## config.mk

```make
export PLATFORM = sky130hd
export DESIGN_NAME = im_loader
export DESIGN_NICKNAME = d
export VERILOG_FILES = /design/src/rtl/im_loader.sv
export SDC_FILE = /design/constraint.sdc
export NUM_CORES = 1
export LEC_CHECK = 0
export CAP_MARGIN = 10
export CORE_MARGIN = 2
export CORE_UTILIZATION = 45
export CTS_BUF_LIST = sky130_fd_sc_hd__clkbuf_4 sky130_fd_sc_hd__clkbuf_8
export DETAILED_ROUTE_END_ITERATION = 12
export HOLD_SLACK_MARGIN = 0.06
export PLACE_DENSITY_LB_ADDON = 0.08
export SLEW_MARGIN = 10
export SYNTH_ARGS = -nofsm -noshare
export SYNTH_HDL_FRONTEND = slang
export SYNTH_SLANG_ARGS = --single-unit
```

## constraint.sdc

```tcl
create_clock -name clk -period 2 [get_ports clk]
set_input_delay 0.3 -clock clk [delete_from_list [all_inputs] [get_ports clk]]
set_output_delay 0.3 -clock clk [all_outputs]
set_load 0.01 [all_outputs]
```

## src/rtl/im_loader.sv

```systemverilog
// im_loader: framed byte-stream boot loader that packs words into instruction memory and holds the CPU until verified
module im_loader #(
    parameter int          DEPTH     = 128,
    parameter logic [31:0] ADDR_BASE = 32'h0,
    parameter logic [7:0]  SYNC_BYTE = 8'hA5
) (
    input  logic        clk,
    input  logic        rst,
    input  logic        in_valid,
    input  logic [7:0]  in_data,
    output logic        in_ready,
    output logic        im_we,
    output logic [31:0] im_addr,
    output logic [31:0] im_wdata,
    output logic        cpu_hold,
    output logic        done,
    output logic        error
);
    localparam logic [2:0] S_SYNC  = 3'd0;
    localparam logic [2:0] S_LEN0  = 3'd1;
    localparam logic [2:0] S_LEN1  = 3'd2;
    localparam logic [2:0] S_DATA  = 3'd3;
    localparam logic [2:0] S_CSUM  = 3'd4;
    localparam logic [2:0] S_WRITE = 3'd5;
    localparam logic [2:0] S_DONE  = 3'd6;
    localparam logic [2:0] S_ERR   = 3'd7;

    logic [2:0]  r_state;
    logic [15:0] r_len;
    logic [15:0] r_word_idx;
    logic [1:0]  r_byte_cnt;
    logic [7:0]  r_csum;
    logic [31:0] r_addr;
    logic [31:0] r_wdata;
    logic        w_acc;
    logic [15:0] w_n;
    logic [15:0] w_idx_nx;

    // Byte-accepting states are encoded below WRITE so readiness is a single compare
    assign in_ready = ~rst & (r_state <= S_CSUM);
    assign w_acc    = in_valid & in_ready;
    assign w_n      = {in_data, r_len[7:0]};
    assign w_idx_nx = r_word_idx + 16'd1;
    assign im_we    = (r_state == S_WRITE);
    assign im_addr  = r_addr;
    assign im_wdata = r_wdata;
    assign done     = (r_state == S_DONE);
    assign error    = (r_state == S_ERR);
    assign cpu_hold = ~done;

    always_ff @(posedge clk) begin
        if (rst) begin
            r_state    <= S_SYNC;
            r_len      <= '0;
            r_word_idx <= '0;
            r_byte_cnt <= '0;
            r_csum     <= '0;
            r_addr     <= ADDR_BASE;
            r_wdata    <= '0;
        end else begin
            case (r_state)
                S_SYNC: if (w_acc && in_data == SYNC_BYTE) r_state <= S_LEN0;
                S_LEN0: if (w_acc) begin
                    r_len[7:0] <= in_data;
                    r_state    <= S_LEN1;
                end
                S_LEN1: if (w_acc) begin
                    r_len[15:8] <= in_data;
                    r_state     <= (w_n > 16'(DEPTH)) ? S_ERR : (w_n == 16'd0) ? S_CSUM : S_DATA;
                end
                S_DATA: if (w_acc) begin
                    r_wdata[{r_byte_cnt, 3'b000} +: 8] <= in_data;
                    r_csum     <= r_csum ^ in_data;
                    r_byte_cnt <= r_byte_cnt + 2'd1;
                    if (r_byte_cnt == 2'd3) r_state <= S_WRITE;
                end
                S_WRITE: begin
                    r_word_idx <= w_idx_nx;
                    r_addr     <= r_addr + 32'd4;
                    r_byte_cnt <= '0;
                    r_state    <= (w_idx_nx == r_len) ? S_CSUM : S_DATA;
                end
                S_CSUM: if (w_acc) r_state <= (in_data == r_csum) ? S_DONE : S_ERR;
                default: ;
            endcase
        end
    end
endmodule

```

==> results.yml, run 1 <==
sta:
  finalMaxSlewViolations: 0
  relSlewSlack_pct: 37.10
  fin_crit_ps: 1959
  rsz0062_at_grt: "yes"
  fin_skew_ps: 15.67
  holdWs_ps: 324.5
  final-hold-violation-count: 0
  tightest_slew_ps: 943.5
  setup_viol: 0
  setup_ws_ps: 41.49
  tns_ps: 0
  fmax_mhz: 510.6
  fin_crit_sh_pct: 97.93
critical_path:
  cp_num_buf_inv: 0
  path_delay_family: "simple AND/OR/NAND/NOR gates"
  critPathArrivalTime_ps: 2250
  path_class: "register to register"
  cp_data_required_time_ps: 2290
  cp_max_fo: 4
  cp_cell_sequence: "ha_4 -> nand3_2 -> or3_4 -> xnor2_1 -> nor3_1 -> a41o_1 -> a31oi_1"
  cp-start-kind: "register"
  slowest_stage: "or3_4"
  crit_path_max_incr_delay_ps: 430
  critPathCaptureType: "register"
cts:
  clk_root_buffer_cell: "clkbuf_8"
  clk_pin_slew_worst_paths_ps: 110
  htreeDepth: 3
  cts_buffer_depth: 2
  clock_latency_ps: 380
  cts_tree: "built"
  numCtsBuffers: 9
  clkSinkCount: 107
global_routing:
  gr-total-overflow: 0
  grt_max_degree: 91
  grt_pass1_vias: 4302
  grt_util_all_layers_pct: 20.54
  grt_first_pass_wirelength_mm: 20.71
  antenna_found_initial: 0
placement:
  portBuffers: 77
  dpl_cell_area_sq_um: 6342
  dp.cells: 839
  hpwl_mm: 8.897
  dp_slack_ps: -211.7
  gp_congestion: 0.9436
floorplan:
  core-area_sq_um: 10940
  die_area_sq_um: 12190
  row_count: 38
  dieHeight_um: 110.4
  initial_core_util_pct: 46.59
  top_level_ports: 80
  fp.dieW_um: 110.4
detailed_routing:
  viasPerCell: 5.237
  dr_total_vias: 4488
  antenna_left: 0
  wl_mm: 12.88
  drc_errors: 0
  drtIter0Drc: 218
  dr.pass1.iters: 5
  wl_per_cell_um: 15.03
yosys:
  ys_seq_area_share_pct: 42.04
  netlist_top_cells_count: "107 x dfxtp_1, 82 x nand2_1, 62 x nor2_1"
  async_flop_share_pct: 0
  yosysUniqueCellTypes: 52
  yosys_warnings: 0
  synth.area.top_cells: "dfxtp_1 42%, xor2_1 7.2%, xnor2_1 6.4%"
  synth-edff-count: 0
  synth_largest_area_cell: "dfxtp_1"
  yosysMostFrequentCell: "dfxtp_1"
  synthDominantCellAreaShare_pct: 42.04
  synth.avg_cell_area_sq_um: 8.407
  synth_area_sq_um: 5095
  ys_seq_elements: 107
  synth_flop_cell: "dfxtp_1"
  synthCells: 606
pwr:
  ir_drop_uv: 488.8
  leakage_nw: 2.328
  power_density_nw_per_um2: 541.6
  power_mw: 3.597
finish:
  final_area_sq_um: 6640
  layoutNonFillerInstCount: 857
  syn_to_final_growth_pct: 30.33
  n_antenna_cell: 0
  fin_nets: 730
  post-route-util_pct: 60.72
  drive_gt1_share_pct: 14.78
outcome:
  status: "completed"
flow_run:
  drv_cap: 0
min_path:
  hold_path_class: "input port to register"
-- state kept, by name, indices dropped and copies added, names as in the netlist --
register	count
im_wdata	32
im_addr	30
r_len	16
r_word_idx	16
r_csum	8
r_state	3
r_byte_cnt	2
-- layout make-up --
type                    instances  area (sq um)
fillers                       975          4295
multi-input cells             452          2839
flip-flops and latches        107          2150
repair buffers                135          1256
well taps                     140         175.2
clock buffers                  10         131.4
clock inverters                 6         62.56
inverters                       7         26.28
-- cell families after synthesis --
logic type / count (synthesis) / share of synthesized area (%)
fa+ha+maj: 8 / 1.915
buf+inv: 48 / 3.856
compound gates: 75 / 8.571
flops: 107 / 42.04
mux: 10 / 1.965
other cells: 1 / 0.07360
xor+xnor: 79 / 13.58
simple gates: 278 / 28.00
-- routing by layer --
metal | routed length, um | part of all wire (%) | GRT usage [%]
met1 | 5897 | 46 | 26.09
met2 | 6256 | 49 | 33.13
met3 | 554 | 4.3 | 6.092
met4 | 170 | 1.3 | 7.417
met5 | 0 | 0 | 0
-- where the power goes --
| part | leakage (nW) | switching (mW) | internal, mW | total [mW] |
|---|---|---|---|---|
| registers | 0.864 | 0.000144 | 2.13 | 2.13 |
| clock network | 0.104 | 0.736 | 0.596 | 1.33 |
| logic | 1.36 | 0.0894 | 0.0461 | 0.135 |
-- final timing paths --
| check | startpoint | to | slack, ps | cells after the start |
|---|---|---|---|---|
| setup / recovery | r_word_idx[0] | r_state[1] | 40 | 7 |
| hold / removal | rst | im_wdata[7] | 320 | 3 |
| setup reg to reg | r_word_idx[0] | r_state[1] | 40 | 7 |
| hold reg to reg | im_wdata[8] | im_wdata[8] | 460 | 2 |
-- layout by cell type (no fill, tap or decap), drive strengths merged, types with 4 or more instances in the layout --
| cell | synthesis | final |
|---|---|---|
| inv | 7 | 9 |
| dfxtp | 107 | 107 |
| or3 | 8 | 8 |
| nand4 | 47 | 47 |
| and3 | 5 | 5 |
| xor2 | 42 | 42 |
| nor3b | 5 | 5 |
| ha | 7 | 7 |
| dlygate4sd2 | 0 | 4 |
| nand2 | 82 | 82 |
| mux2i | 10 | 10 |
| nor4 | 10 | 10 |
| nor3 | 17 | 17 |
| o21ai | 8 | 8 |
| buf | 9 | 59 |
| clkdlybuf4s50 | 0 | 72 |
| xnor2 | 37 | 37 |
| nor2 | 63 | 63 |
| nor2b | 6 | 6 |
| clkbuf | 32 | 10 |
| a21oi | 49 | 49 |
| nand3 | 22 | 22 |
-- timing repair --
action                     4_1_cts  5_1_grt
pin swaps                        0        5
hold buffers                     0        0
setup endpoints to repair        4        6
buffers inserted                 0        2
resized for setup                9       18
-- worst reg2reg max path: cells and delay by family, from the launching register on --
kind / cells / cell delay [ps]
XOR/XNOR: 1 / 290
adder cells (fa/ha/maj): 1 / 150
AND/OR/NAND/NOR: 3 / 620
AO/OA/AOI/OAI: 2 / 470
flip-flops: 1 / 360
Note: power is estimated with default switching activity, not from simulation.
==> run 2, diff against run 1 <==
- SETUP_SLACK_MARGIN: unset -> 0.3
==> run 2 against run 1 <==
Against the previous run: clock power up 5%; critical endpoint is now r_state[0]; design area up 7.6%; non-clock buffer count up 25; routed wire length up 3.7%; core utilization up 4.6 points; first-iteration DRC count up 17%; fmax up 4.7%; highest routed layer unchanged; critical path type unchanged.
==> results.yml, run 2 (synthesis results as in run 1) <==
finish:
  fin_nets: 755
  syn_to_final_growth_pct: 40.18
  nFillCells: 895
  post-route-util_pct: 65.31
  n_antenna_cell: 0
  final_common_cell: "dfxtp_1"
  largest_reg_flops: 32
  final_area_sq_um: 7142
  layout_common_cells: "83 x dfxtp_1, 79 x nand2_1, 70 x buf_4, 61 x clkdlybuf4s50_1, 59 x nor2_1"
  drive_gt1_share_pct: 24.80
sta:
  tns_ps: 0
  fin_crit_ps: 1871
  finalMaxSlewViolations: 0
  rsz0062_at_grt: "yes"
  tightest_slew_ps: 973.8
  final-hold-violation-count: 0
  fin_skew_ps: 9.452
  holdWs_ps: 324.3
  fin_crit_sh_pct: 93.56
  relSlewSlack_pct: 35.08
  setup_viol: 0
  fmax_mhz: 534.4
critical_path:
  cp_cell_sequence: "ha_4 -> nand3_4 -> or3_4 -> nor2_4 -> mux2i_2 -> a41o_1 -> a211oi_2"
  r2r-start: "r_word_idx[1]"
  reg2reg_slack_ps: 130
  path_class: "register to register"
  reg2regPathDepth: 7
  cp-start-kind: "register"
  slowest_stage: "or3_4"
  cp_max_fo: 3
  crit_path_max_incr_delay_ps: 420
  critPathArrivalTime_ps: 2100
  r2r_end: "r_state[0]"
  critPathCaptureType: "register"
  cp_data_required_time_ps: 2230
global_routing:
  grt_first_pass_wirelength_mm: 22.09
  grt_use_met2_pct: 36.16
  grt_max_degree: 91
  grt_pass1_vias: 4489
  grt_util_all_layers_pct: 21.93
  antenna_found_initial: 0
  grtUsageMet3_pct: 5.379
  met1_usage_pct: 28.65
  gr-max-usage-layer: "met2"
  gr-total-overflow: 0
placement:
  portBuffers: 77
  hpwl_mm: 9.046
  dpl_cell_area_sq_um: 6417
  gp_congestion: 0.8861
min_path:
  whs_path_depth: 3
  holdPathEnd: "im_wdata[4]"
  hold_path_class: "input port to register"
  hp-start: "rst"
flow_run:
  drv_cap: 0
pwr:
  power.internal_mw: 2.824
  power_switching_share_pct: 22.90
  power_mw: 3.663
  combPwrFrac_pct: 3.7
  power_frac_seq_pct: 58.0
  ir_drop_uv: 445.4
  leakage_nw: 2.696
  clkPwrFrac_pct: 38.3
  power_density_nw_per_um2: 512.8
  p_sw_mw: 0.8389
cts:
  cts_buffer_depth: 2
  clock_latency_ps: 380
  htreeDepth: 3
  clk_root_buffer_cell: "clkbuf_8"
  cts_tree: "built"
  hold_buffers: 0
  clkSinkCount: 107
  clk_pin_slew_worst_paths_ps: 100
  numCtsBuffers: 9
floorplan:
  initial_core_util_pct: 46.59
  die_area_sq_um: 12190
  top_level_ports: 80
  fp.dieW_um: 110.4
  row_count: 38
  core-area_sq_um: 10940
  dieHeight_um: 110.4
detailed_routing:
  drc_errors: 0
  antenna_left: 0
  dr.pass1.iters: 4
  drtIter0Drc: 254
  wl_per_cell_um: 15.14
  viasPerCell: 5.300
  dr_total_vias: 4675
  wl_mm: 13.36
outcome:
  status: "completed"
run 2: changes by cell type in the layout (fill, tap and decap cells not counted), moves of 5 or more:
| cell | change |
|---|---|
| buf_6 | +9 |
| clkdlybuf4s50_1 | -11 |
| nor3b_1 | -5 |
| dfxtp_2 | +15 |
| dfxtp_1 | -18 |
| buf_4 | +17 |
| nor3_1 | -5 |
run 2: power groups by stage:
| stage | registers [mW] | logic (mW) | clock network (mW) |
|---|---|---|---|
| global route | 2.13 | 0.146 | 1.52 |
| detailed placement | 2.18 | 0.136 | 0 |
| global placement | 2.18 | 0.135 | 0 |
| floorplan | 2.18 | 0.0713 | 0 |
| CTS | 2.12 | 0.136 | 1.45 |
| finish | 2.12 | 0.136 | 1.40 |
run 2: cell type report:
cell class	instances	area, sq um	area share [%]
Inverter	7	26.28	0.3679
Timing Repair Buffer	160	1468	20.55
Tap cell	140	175.2	2.453
Sequential cell	107	2180	30.52
Clock inverter	5	60.06	0.8409
Multi-Input combinational cell	452	3082	43.15
Clock buffer	11	151.4	2.120
run 2: worst max-delay path, delay by kind of cell (launching register included):
kind,cells,cell delay (ps)
AND/OR/NAND/NOR,3,600
flip-flops,1,370
multiplexers,1,250
AO/OA/AOI/OAI,2,350
adder cells (fa/ha/maj),1,140
run 2: through the flow:
stage | instances | setup WS [ps]
2_1_floorplan | 607 | 227.4
3_3_place_gp | 839 | -131.5
3_5_place_dp | 839 | -156.8
4_1_cts | 870 | 107.9
5_1_grt | 882 | 19.83
6_report | 882 | 128.7
run 2: repair_timing:
item	4_1_cts	5_1_grt
resized for setup	50	59
setup endpoints to repair	44	85
pin swaps	20	31
buffers inserted	15	12
run 2: routing by layer:
layer,wire length (um),vias up
met1,6094,2206
li1,-,2348
met4,194,0
met5,0,-
met2,6451,103
met3,615,18
run 2: how the worst max path moves through the flow:
stage	startpoint	end	slack, ps	cells past startpoint
floorplan	r_word_idx[0]	r_state[1]	230	7
global placement	in_data[1]	r_state[0]	-130	6
detailed placement	in_data[1]	r_state[0]	-160	6
CTS	r_word_idx[1]	r_state[0]	110	7
global route	r_word_idx[1]	r_state[0]	20	8
finish	r_word_idx[1]	r_state[0]	130	7
